`src/rtl/mult_seq.sv`:
```
// Sequential shift-add multiplier, one multiplier bit per cycle, LSB first.
// Signed operands are reduced to magnitudes on accept; the sign is re-applied as the product is stored.
module mult_seq #(
   parameter int WIDTH = 4
) (
   input  logic                 clk,
   input  logic                 rst_n,
   input  logic                 in_valid,
   output logic                 in_ready,
   input  logic [WIDTH-1:0]     a,
   input  logic [WIDTH-1:0]     b,
   input  logic                 signed_mode,
   output logic                 out_valid,
   input  logic                 out_ready,
   output logic [2*WIDTH-1:0]   p,
   output logic [1:0]           dbg_state
);

   localparam int CW = $clog2(WIDTH + 1);

   // Handshakes: a transfer happens on a rising edge where valid and ready are both 1;
   // valid never depends on ready, and in_ready/out_valid are pure decodes of the state.
   typedef enum logic [1:0] {
      IDLE = 2'd0,
      RUN  = 2'd1,
      DONE = 2'd2
   } state_t;

   state_t              state;
   state_t              state_next;

   logic [2*WIDTH-1:0]  mcand;
   logic [WIDTH-1:0]    mplier;
   logic                neg;
   logic [2*WIDTH-1:0]  acc;
   logic [CW-1:0]       cnt;

   logic [WIDTH-1:0]    a_abs;
   logic [WIDTH-1:0]    b_abs;
   logic [2*WIDTH-1:0]  addend;
   logic [2*WIDTH-1:0]  acc_sum;
   logic [2*WIDTH-1:0]  prod;
   logic                last_step;

   // The magnitude of the most negative value, 2^(WIDTH-1), still fits unsigned in WIDTH bits.
   assign a_abs     = (signed_mode && a[WIDTH-1]) ? -a : a;
   assign b_abs     = (signed_mode && b[WIDTH-1]) ? -b : b;
   assign addend    = mplier[0] ? mcand : '0;
   assign acc_sum   = acc + addend;
   assign prod      = neg ? -acc_sum : acc_sum;
   assign last_step = (cnt == CW'(WIDTH - 1));

   always_ff @(posedge clk or negedge rst_n) begin
      if (!rst_n) begin
         state <= IDLE;
      end else begin
         state <= state_next;
      end
   end

   always_comb begin
      state_next = state;
      case (state)
         IDLE:    if (in_valid)  state_next = RUN;
         RUN:     if (last_step) state_next = DONE;
         DONE:    if (out_ready) state_next = IDLE;
         default: state_next = IDLE;
      endcase
   end

   always_comb begin
      in_ready  = (state == IDLE);
      out_valid = (state == DONE);
      dbg_state = state;
   end

   always_ff @(posedge clk or negedge rst_n) begin
      if (!rst_n) begin
         mcand  <= '0;
         mplier <= '0;
         neg    <= 1'b0;
         acc    <= '0;
         cnt    <= '0;
         p      <= '0;
      end else begin
         case (state)
            IDLE: begin
               if (in_valid) begin
                  mcand  <= {{WIDTH{1'b0}}, a_abs};
                  mplier <= b_abs;
                  neg    <= signed_mode & (a[WIDTH-1] ^ b[WIDTH-1]);
                  acc    <= '0;
                  cnt    <= '0;
               end
            end
            RUN: begin
               acc    <= acc_sum;
               mcand  <= mcand << 1;
               mplier <= mplier >> 1;
               cnt    <= cnt + CW'(1);
               // p is written only here so it holds through DONE and after the handshake.
               if (last_step) begin
                  p <= prod;
               end
            end
            default: ;
         endcase
      end
   end

endmodule

```
`config.mk`:
```
export PLATFORM = sky130hd
export DESIGN_NAME = mult_seq
export DESIGN_NICKNAME = d
export VERILOG_FILES = /design/src/rtl/mult_seq.sv
export SDC_FILE = /design/constraint.sdc
export NUM_CORES = 1
export LEC_CHECK = 0
export BUFFER_PORTS_ARGS = -buffer_cell sky130_fd_sc_hd__buf_2
export CAP_MARGIN = 20
export CORE_MARGIN = 1
export CORE_UTILIZATION = 57
export CTS_CLUSTER_DIAMETER = 100
export DETAILED_ROUTE_END_ITERATION = 8
export HOLD_SLACK_MARGIN = 0.05
export PLACE_DENSITY = 0.79
export SLEW_MARGIN = 0
export SYNTH_ARGS = -nofsm -noshare
export SYNTH_HDL_FRONTEND = slang
export SYNTH_SLANG_ARGS = --single-unit
```
`constraint.sdc`:
```
create_clock -name clk -period 3.6 [get_ports clk]
set_clock_uncertainty 0.1 [all_clocks]
set_input_delay 0.18 -clock clk [delete_from_list [all_inputs] [get_ports clk]]
set_output_delay 0.18 -clock clk [all_outputs]
set_load 0.01 [all_outputs]
```
# ---- Word-level counts from Yosys, hierarchy flattened
# Index checks and enable logic that the tools add are counted.
dict set report classes {
  n_addsub 5
  n_eq_ne 6
  n_mux 16
  bitwise_logic 2
  n_reduce_logical 8
}
# cell count
set ops {}
lappend ops {{$mux 8} 4}
lappend ops {{$pmux 8 s2} 2}
lappend ops {{$mux 4} 3}
lappend ops {{$add 8x8->8} 1}
lappend ops {{$neg 4->4} 2}
lappend ops {{$neg 8->8} 1}
lappend ops {{$pmux 4 s2} 1}
lappend ops {{$mux 2} 3}
lappend ops {{$pmux 2 s3} 1}
lappend ops {{$pmux 3 s2} 1}
lappend ops {{$reduce_and 2->1} 3}
lappend ops {{$ne 2x2->1 const B} 2}
lappend ops {{$add 3x1->3 const B} 1}
lappend ops {{$eq 3x2->1 const B} 1}
lappend ops {{$mux 3} 1}
lappend ops {{$reduce_and 3->1} 1}
lappend ops {{$eq 2x1->1 const B} 1}
lappend ops {{$eq 2x2->1 const B} 1}
lappend ops {{$logic_and 1x1->1} 2}
lappend ops {{$logic_not 2->1} 1}
lappend ops {{$ne 2x1->1 const B} 1}
lappend ops {{$reduce_bool 2->1} 1}
lappend ops {{$and 1x1->1} 1}
lappend ops {{$xor 1x1->1} 1}
dict set report word_totals {
  reg_bits 34
  elab_cells 44
}

# ---- Depth between registers and ports, before layout
# Gate-level depths: netlist (run 1).
dict set report logic_depth {
  word_depth 4
  ltp_mapped 9
}

# ---- Worst setup path before layout (run 1)
# No wires, ideal clock.
dict set report synth_path {
  path_kind {reg-to-reg}
  from {register mplier[0]}
  to {register p[7]}
  setup_time_ns 0.121
  t_arrival_ns 2.521
  required_ns 3.379
  slack_ns 0.858
  stages_incl_launch_ff 10
  n_path_buf 0
  period_less_slack_ns 2.742
  path_cell_list {dfrtp_1 > and2_1 > ha_1 > fa_1 > a211oi_2 > nor4b_1 > or4_4 > o31ai_2 > xnor2_1 > o21ai_1}
}
dict set report synth_via {
  elab_chain_len 4
}
# element line_no
set synth_rtl {}
lappend synth_rtl {{start, declared} 33} ;# logic [WIDTH-1:0] mplier;
lappend synth_rtl {{start signal, assigned} 90} ;# mplier <= b_abs;
lappend synth_rtl {{start signal, assigned} 99} ;# mplier <= mplier >> 1;
lappend synth_rtl {{$mux 8 *} 48} ;# assign addend = mplier[0] ? mcand : '0;
lappend synth_rtl {{$add 8x8->8 *} 49} ;# assign acc_sum = acc + addend;
lappend synth_rtl {{$neg 8->8} 50} ;# assign prod = neg ? -acc_sum : acc_sum;
lappend synth_rtl {{$mux 8 *} 50}
lappend synth_rtl {{end signal, assigned} 103} ;# p <= prod;
lappend synth_rtl {{end, declared} 15} ;# output logic [2*WIDTH-1:0] p,
# Mark *: on every way between the ends. The rest lies on a longest branch, timed or not.
# A chain may end at the register's enable or synchronous reset.

# ---- Worst setup path in the final report (run 1)
# Ends and elaborated chain as after synthesis.

==> impl_metrics.ini, run 1 <==
[sta]
timing.hold.ws_ns = 0.0757
fin_tns_setup_ns = 0
rsz0062_at_grt = no
relSlewSlack_pct = 50.1
max_slew.worst_pin.slew_ns = 0.749
report.final.slew_viol_count = 0
fin_crit_sh_pct = 81.5
hold_viol_final = 0
min_period_ns = 2.94
max_freq_ghz = 0.341
setup_viol = 0

[synth]
netlist_area_um2 = 1980
synth.area.top_cells = dfrtp_1 43%, ha_1 7.6%, nand2_1 4.6%
ys_types = 41
ys_ff_latch = 34
synthFlopType = dfrtp_1
synthArstFlopShare_pct = 100
synth_top_area_share_pct = 43.0
yosysWarningCount = 0
synth_edf_count = 0
synth_area_per_cell_um2 = 9.55
synth-seq-area-share_pct = 43.0
synth_nets = 233
syn_inst = 207
synth_top_cell_by_area = dfrtp_1

[global_routing]
grt_pass1_vias = 1485
grt_util_all_layers_pct = 25.0
antenna_found_initial = 0
grt.overflow.total = 0
grt_pass1_wl_um = 6740
grt_max_degree = 35

[run_status]
status = finished, final reports clean

[final_layout]
diodes = 0
most-common-layout-cells = 34 x dfrtp_1, 24 x nand2_1, 24 x buf_2
final_nets = 264
drive_gt1_share_pct = 18.4
fin_cells = 285
fin_area_um2 = 2250
fill_cells = 280
final_common_cell = dfrtp_1
area_delta_synth_final_pct = 13.9

[critical_path]
worstSetupEndpointType = flop
cp.required_ns = 3.72
cp_cell_sequence = and2_1 -> ha_1 -> fa_1 -> a211oi_2 -> nor4b_1 -> or4_4 -> o31ai_2 -> xnor2_1 -> o21ai_1
worst-path-max-fanout = 9
cp.buffers_inverters = 0
crit_arrival_ns = 3.05
setup.worst_path.start_class = flop
cpLargestDelayFamily = simple AND/OR/NAND/NOR gates
worstSetupPathType = reg2reg
slowest_delay_ns = 0.55
worst_path_max_delay_cell = or4_4

[cts]
clk_latency_ns = 0.33
root_buffer = clkbuf_4
cts_buffer_depth = 2
ctsResizeCount = 0
cts_tree = done
clock-sinks = 34
path_clk_slew_ns = 0.11
numCtsBuffers = 5
ctsHtreeMaxLevel = 2

[route]
wl_um = 3870
drc_errors = 0
via_per_inst = 5.51
vias = 1569
first_iter_violations = 67
wl_per_cell_um = 13.6
first_pass_iters = 4
antenna_left = 0

[floorplan]
start_util_pct = 59.2
ios = 25
die_w_um = 60.9
rows = 21
design.core.area_um2 = 3340
die_area_um2 = 3710
die_y_um = 60.9

[placement]
dp_hpwl_um = 2880
gp_congestion = 0.837
dp.cells = 271
io_buffers = 24
postPlaceCellArea_um2 = 2130

[pwr]
peakVddDrop_uv = 470
p_per_area_nw_per_um2 = 926
p_leak_nw = 1.09
power_mw = 2.09

[flow_run]
drv_cap = 0

[min_path]
hold_path_class = in2reg
-- timing repair --
action,4_1_cts,5_1_grt
setup buffers,0,0
endpoints found under the hold margin,38,0
hold buffers,6,0
-- final timing paths --
kind	end	depth (start not counted)	from	slack, ns
max in group asynchronous	acc[7]	2	rst_n	2.58
min reg2reg	p[1]	2	p[1]	0.38
max reg2reg	p[7]	9	mplier[0]	0.66
max	p[7]	9	mplier[0]	0.66
min in group asynchronous	p[3]	2	rst_n	0.33
min	mplier[3]	4	b[0]	0.08
-- state kept, by name, indices dropped and copies added, names as in the netlist --
signal	flops
mplier	4
cnt	3
acc	8
neg	1
p	8
mcand	8
dbg_state	2
-- per-layer routing --
layer / track usage (%) / share of wire (%)
met5: 0 / 0
met3: 4.48 / 3.2
met1: 33.7 / 49
met2: 41.4 / 47
met4: 6.82 / 1.1
-- area by class of cell --
cell class / instances / area (um^2) / area share [%]
Sequential cell: 34 / 851 / 37.8
Clock buffer: 6 / 51.3 / 2.28
Tap cell: 46 / 57.6 / 2.56
Timing Repair Buffer: 31 / 188 / 8.33
Multi-Input combinational cell: 151 / 1040 / 46.0
Clock inverter: 2 / 12.5 / 0.556
Inverter: 15 / 56.3 / 2.50
-- cell usage after synthesis, drive strengths merged, types with 5 or more instances --
library cell	count
and2	7
a22o	9
clkbuf	6
xnor2	6
ha	12
a21oi	6
xor2	5
nand2	24
inv	15
nor2	11
dfrtp	34
o21ai	19
nand3	6
-- metrics by stage --
step / setup WS (ns) / utilization [%]
floorplan: 0.858 / -
global placement: 0.756 / 63.8
detailed placement: 0.668 / 63.8
CTS: 0.668 / 67.5
global route: 0.503 / 67.5
finish: 0.665 / 67.5
-- worst reg2reg max path: stages (launching register included) --
cell	delay, ns
dfrtp_1	0.46
and2_1	0.17
ha_1	0.21
fa_1	0.43
a211oi_2	0.31
nor4b_1	0.10
or4_4	0.55
o31ai_2	0.28
xnor2_1	0.15
o21ai_1	0.07
-- power breakdown --
part | switching, mW | internal, mW | leakage [nW]
clock | 0.127 | 0.0939 | 0.0343
sequential | 0.140 | 0.550 | 0.432
combinational | 0.644 | 0.532 | 0.628
-- cells by family (layout without fill, tap and decap cells) --
family | count (synthesis) | in the layout | share of synthesized area, %
AND/OR/NAND/NOR | 66 | 66 | 16.6
AO/OA/AOI/OAI | 58 | 58 | 20.8
flip-flops | 34 | 34 | 43.0
buffers and inverters | 22 | 54 | 4.56
adder cells (fa/ha/maj) | 13 | 13 | 8.61
XOR/XNOR | 11 | 11 | 4.87
multiplexers | 3 | 3 | 1.58
(Power assumes the default switching activity.)
==> run 2, diff against run 1 <==
--- a/config.mk
+++ b/config.mk
@@ -5,14 +5,15 @@
 export SDC_FILE = /design/constraint.sdc
 export NUM_CORES = 1
 export LEC_CHECK = 0
+export ABC_AREA = 1
 export BUFFER_PORTS_ARGS = -buffer_cell sky130_fd_sc_hd__buf_2
 export CAP_MARGIN = 20
 export CORE_MARGIN = 1
-export CORE_UTILIZATION = 57
+export CORE_UTILIZATION = 52
 export CTS_CLUSTER_DIAMETER = 100
 export DETAILED_ROUTE_END_ITERATION = 8
 export HOLD_SLACK_MARGIN = 0.05
-export PLACE_DENSITY = 0.79
+export PLACE_DENSITY = 0.75
 export SLEW_MARGIN = 0
 export SYNTH_ARGS = -nofsm -noshare
 export SYNTH_HDL_FRONTEND = slang
==> constraint.sdc (replaced) <==
create_clock -name clk -period 2.7 [get_ports clk]
set_clock_uncertainty 0.1 [all_clocks]
set_input_delay 0.135 -clock clk [delete_from_list [all_inputs] [get_ports clk]]
set_output_delay 0.135 -clock clk [all_outputs]
set_load 0.01 [all_outputs]
==> run 2 against run 1 <==
Count of clock-buffer cells in the layout decreased by 1; sequential power grew 26%; wire length is 11% higher; final cell count is 22% higher; cell area is 8.9% higher; sequential cell count is the same; global-route usage decreased by 2.2 points; worst setup slack worse by 0.27 ns; hold slack lost 0.020 ns; synthesized cell count up 29%; via count grew 14%; power increased by 35%; critical path type unchanged.
==> impl_metrics.ini, run 2 <==
[route]
wl_um = 4280
first_iter_violations = 69
via_per_inst = 5.13
drc_errors = 0
first_pass_iters = 4
wl_per_cell_um = 12.2
antenna_left = 0
vias = 1789

[final_layout]
fill_cells = 327
final_nets = 326
drive_gt1_share_pct = 17.9
multiInputGateArea_um2 = 1040
most-common-layout-cells = 78 x nand2_1, 42 x inv_1, 34 x dfrtp_1
top_regs = acc: 8 flops, mcand: 8 flops, p: 8 flops
area_delta_synth_final_pct = 16.0
final_common_cell = nand2_1
utilization_pct = 65.1
diodes = 0
register_area_um2 = 851

[sta]
hold_viol_final = 0
fin_crit_sh_pct = 85.3
relSlewSlack_pct = 48.9
report.final.slew_viol_count = 0
setup_viol = 0
fin_tns_setup_ns = 0
min_period_ns = 2.30
max_freq_ghz = 0.434
max_slew.worst_pin.slew_ns = 0.767
rsz0062_at_grt = no

[floorplan]
die_w_um = 65.8
die_y_um = 65.8
start_util_pct = 56.1
design.core.area_um2 = 3770
rows = 22
ios = 25
die_area_um2 = 4330

[synth]
synth-seq-area-share_pct = 40.2
synthFlopType = dfrtp_1
ys_ff_latch = 34
netlist_area_um2 = 2120
synth_top_area_share_pct = 40.2
synth_commonest_cells = 78 x nand2_1, 42 x inv_1, 34 x dfrtp_1
synth_top_family_by_area = simple AND/OR/NAND/NOR gates
synth_edf_count = 0
synth_xor_area_share_pct = 1.66
synthArstFlopShare_pct = 100
synth_compound_area_share_pct = 14.0
synth_top_cell_by_area = dfrtp_1
synth_area_per_cell_um2 = 7.89
synth-simple-area-share_pct = 25.3
synth_nets = 294
yosysWarningCount = 0
synthMuxAreaShare_pct = 0
syn_inst = 268
synth.area.top_cells = dfrtp_1 40%, nand2_1 14%, inv_1 7.5%
ys_types = 36
yosysMostFrequentCell = nand2_1
synth-adder-area-share_pct = 8.04

[critical_path]
cp.required_ns = 2.79
regToRegSetupSlack_ns = 0.40
setup.worst_path.start_class = flop
worst-path-max-fanout = 9
slowest_delay_ns = 0.48
cp_common_cell = nand2_1
rr_endpoint = p[6]
worstSetupEndpointType = flop
worstSetupPathType = reg2reg
r2r_cells = 14
rr_startpoint = mplier[0]
worst_path_max_delay_cell = dfrtp_1
cp_cell_sequence = nand2_1 -> inv_1 -> ha_1 -> fa_1 -> nand2_1 -> nand2_2 -> inv_1 -> nand3_1 -> nor2_1 -> nand3_1 -> nand2_1 -> nand2_1 -> nand3_1 -> nand2_1
crit_arrival_ns = 2.39

[pwr]
p_leak_nw = 1.36
p_comb_share_pct = 49.0
peakVddDrop_uv = 628
p_seq_share_pct = 30.9
p_per_area_nw_per_um2 = 1150
intPower_mw = 1.59
clkPwrFrac_pct = 20.1
switching_share_pct = 43.6
power_switching_mw = 1.23

[global_routing]
grt.overflow.total = 0
antenna_found_initial = 0
grt_pass1_vias = 1696
grt_pass1_wl_um = 7290
grt_util_all_layers_pct = 22.8
grt_max_degree = 35

[placement]
gp_congestion = 0.827
dp_hpwl_um = 3190
io_buffers = 24

[min_path]
min_delay_worst_endpoint = dbg_state[0]
min_path_cells = 3
hold_path_class = in2reg
min-delay-start = in_valid

[cts]
cts_buffer_depth = 2
ctsHtreeMaxLevel = 2
root_buffer = clkbuf_8
path_clk_slew_ns = 0.08
clk_latency_ns = 0.29
clock-sinks = 34
cts_tree = done
ctsResizeCount = 0
numCtsBuffers = 5

[flow_run]
drv_cap = 0

[run_status]
status = finished, final reports clean
==> run 2: cell types whose count changed in the layout (fill, tap and decap cells not counted), moves of 7 or more <==
cell     change
a22o_1       -7
inv_1       +27
nand2_1     +54
nand3_1     +12
o21ai_0      -8
o21ai_1     +12
==> run 2: logic make-up (layout without fill, tap and decap cells) <==
logic type / after synthesis / count (layout)
compound gates: 45 / 45
xor+xnor: 4 / 4
fa+ha+maj: 13 / 13
buf+inv: 54 / 87
flops: 34 / 34
simple gates: 118 / 118
==> run 2: routing by layer <==
layer / GRT usage (%) / vias to the layer above / part of all wire, %
met2: 39.3 / 45 / 48
li1: - / 920 / -
met3: 6.72 / 6 / 4.8
met5: 0 / - / 0
met4: 7.34 / 0 / 1.3
met1: 26.9 / 818 / 46
==> run 2: layout make-up <==
class                           count  share of cell area, %
Tap cell                           48                   2.45
Sequential cell                    34                   34.7
Multi-Input combinational cell    180                   42.2
Timing Repair Buffer               30                   7.34
Clock inverter                      3                   2.80
Clock buffer                        5                   2.80
Inverter                           49                   7.70
==> run 2: worst max path at each step <==
stage	from	end	slack, ns	cells past startpoint
CTS	mplier[0]	p[7]	0.40	14
floorplan	mplier[0]	p[7]	0.57	15
detailed placement	mplier[0]	p[7]	0.41	14
global route	mplier[0]	p[7]	0.16	14
finish	mplier[0]	p[6]	0.40	14
global placement	mplier[0]	p[6]	0.49	13
==> run 2: power groups by stage <==
| stage | sequential, mW | clock [mW] | combinational [mW] |
|---|---|---|---|
| final | 0.870 | 0.567 | 1.38 |
| after global routing | 0.897 | 0.606 | 1.57 |
| after CTS | 0.867 | 0.575 | 1.39 |
| after detailed placement | 0.875 | 0 | 1.38 |
| after global placement | 0.868 | 0 | 1.34 |
| after floorplan | 0.858 | 0 | 1.10 |
==> run 2: worst max-delay path: cells and delay by family, from the launching register on <==
kind                     cells  cell delay [ns]
AND/OR/NAND/NOR             10             0.89
adder cells (fa/ha/maj)      2             0.62
flip-flops                   1             0.48
buffers and inverters        2             0.12
==> run 2: timing repair <==
item,CTS,global route
hold buffers,6,0
setup endpoints to repair,0,0
setup buffers,0,0
hold endpoints to repair,39,0
==> run 2: metrics by stage <==
stage	setup slack (ns)	area, um^2	power (mW)	std cells	hold slack (ns)
after CTS	0.405	2450	2.83	349	0.0533
after global routing	0.160	2450	3.07	349	0.0656
after detailed placement	0.413	2260	2.25	335	0.156
after global placement	0.486	2260	2.21	335	0.147
after floorplan	0.566	2120	1.96	268	-0.261
final	0.396	2450	2.81	349	0.0557
==> run 3, diff against run 2 <==
--- a/config.mk
+++ b/config.mk
@@ -13,7 +13,7 @@
 export CTS_CLUSTER_DIAMETER = 100
 export DETAILED_ROUTE_END_ITERATION = 8
 export HOLD_SLACK_MARGIN = 0.05
-export PLACE_DENSITY = 0.75
+export PLACE_DENSITY_LB_ADDON = 0.12
 export SLEW_MARGIN = 0
 export SYNTH_ARGS = -nofsm -noshare
 export SYNTH_HDL_FRONTEND = slang
==> run 3 against run 2 <==
Sequential share of layout area shrank 0.14 points; sequential cell count did not move; register-to-register slack better by 0.02 ns; combinational power about the same; final cell count is 0.29% higher; via count is 0.28% lower; global-route usage rose by 0.43 points; first-iteration DRC count is 26% higher; sequential power hardly changed.
==> impl_metrics.ini, run 3 (synthesis gave the netlist of run 2 again) <==
[final_layout]
drive_gt1_share_pct = 17.9
utilization_pct = 65.3
final_nets = 327
final_common_cell = nand2_1
top_regs = acc: 8 flops, mcand: 8 flops, p: 8 flops
fin_cells = 350
diodes = 0
area_delta_synth_final_pct = 16.4
fill_cells = 351
most-common-layout-cells = 78 x nand2_1, 42 x inv_1, 34 x dfrtp_1

[sta]
rsz0062_at_grt = no
layout_setup_ws_ns = 0.411
fin_crit_sh_pct = 84.8
max_slew.worst_pin.slew_ns = 0.765
hold_viol_final = 0
fin_tns_setup_ns = 0
setup_viol = 0
max_freq_ghz = 0.437
timing.hold.ws_ns = 0.0821
report.final.slew_viol_count = 0
min_period_ns = 2.29
relSlewSlack_pct = 49.0

[global_routing]
antenna_found_initial = 0
grt_util_all_layers_pct = 23.2
grt.overflow.total = 0
grt_pass1_wl_um = 7400
grt_max_degree = 35
grt_pass1_vias = 1618

[floorplan]
start_util_pct = 56.1
design.core.area_um2 = 3770
rows = 22
die_y_um = 65.8
die_area_um2 = 4330
die_w_um = 65.8
ios = 25

[placement]
dp_hpwl_um = 3160
place_ws_ns = 0.396
dp.cells = 335
gp_congestion = 0.876
io_buffers = 24

[route]
wl_per_cell_um = 12.1
first_iter_violations = 87
first_pass_iters = 4
drc_errors = 0
wl_um = 4240
antenna_left = 0
via_per_inst = 5.10
vias = 1784

[pwr]
p_comb_share_pct = 49.2
switching_share_pct = 43.6
intPower_mw = 1.59
p_leak_nw = 1.37
clkPwrFrac_pct = 20.1
p_per_area_nw_per_um2 = 1140
peakVddDrop_uv = 819
p_seq_share_pct = 30.8
power_switching_mw = 1.23

[critical_path]
worst_path_max_delay_cell = dfrtp_1
cp.buffers_inverters = 2
cp_cell_sequence = nand2_1 -> inv_1 -> ha_1 -> fa_1 -> inv_1 -> nand2_1 -> nor2_1 -> nand3_1 -> nor2_2 -> nand3_1 -> nand2_1 -> nand2_1 -> nand3_1 -> nand2_1
setup.worst_path.start_class = flop
slowest_delay_ns = 0.48
cp_common_cell = nand2_1
crit_arrival_ns = 2.37
worstSetupPathType = reg2reg
cp.required_ns = 2.79
worstSetupEndpointType = flop
cpLargestDelayFamily = simple AND/OR/NAND/NOR gates
worst-path-max-fanout = 9

[cts]
clk_latency_ns = 0.29
ctsHtreeMaxLevel = 2
root_buffer = clkbuf_8
path_clk_slew_ns = 0.07
cts_buffer_depth = 2
clock-sinks = 34
cts_tree = done
numCtsBuffers = 5

[run_status]
status = finished, final reports clean

[min_path]
hold_path_class = in2reg

[flow_run]
drv_cap = 0
-- run 3: cell count changes in the layout (fill, tap and decap cells not counted) --
cell,delta
dlygate4sd3_1,+1
-- run 3: stage by stage --
stage	cell area, um^2	total power, mW
floorplan	2120	1.96
global placement	2260	2.23
detailed placement	2260	2.26
CTS	2460	2.84
global route	2460	3.07
finish	2460	2.81
-- run 3: worst reg2reg max path: stages, from the launching register on --
cell and delay, ns:
dfrtp_1 0.48, nand2_1 0.10, inv_1 0.04, ha_1 0.19, fa_1 0.43, inv_1 0.12, nand2_1 0.08, nor2_1 0.11
nand3_1 0.09, nor2_2 0.13, nand3_1 0.11, nand2_1 0.07, nand2_1 0.04, nand3_1 0.07, nand2_1 0.05
-- run 3: path summary, 6_finish.rpt --
kind | cells after the start | to | start | slack, ns
worst max register to register | 14 | p[7] | mplier[0] | 0.41
max in group asynchronous | 2 | mcand[1] | rst_n | 1.66
worst min register to register | 2 | p[3] | p[3] | 0.38
worst max-delay path | 14 | p[7] | mplier[0] | 0.41
worst min-delay path | 3 | neg | signed_mode | 0.08
min in group asynchronous | 2 | p[5] | rst_n | 0.36
-- run 3: final cells by class --
cell class	count	area, um^2	area share [%]
well taps	48	60.1	2.44
repair buffers	31	190	7.72
inverters	49	189	7.67
clock buffers	5	68.8	2.79
multi-input cells	180	1040	42.1
clock inverters	3	68.8	2.79
flip-flops and latches	34	851	34.5
-- run 3: power by group through the flow --
stage                     logic (mW)  registers (mW)  clock network [mW]
final                           1.38           0.867               0.564
after global routing            1.59           0.892               0.597
after CTS                       1.40           0.867               0.574
after detailed placement        1.39           0.873                   0
after global placement          1.36           0.870                   0
after floorplan                 1.10           0.858                   0
-- run 3: layer usage --
layer	GRT usage (%)	vias up	part of all wire, %
met1	30.2	815	48
met4	8.42	0	2.0
met2	37.1	39	46
met5	0	-	0
met3	5.86	7	3.9
li1	-	923	-
-- run 3: timing repair --
action / in CTS / in global routing
hold endpoints to repair: 40 / 0
buffers inserted: 0 / 0
hold buffers: 7 / 0
resized for setup: 0 / 0
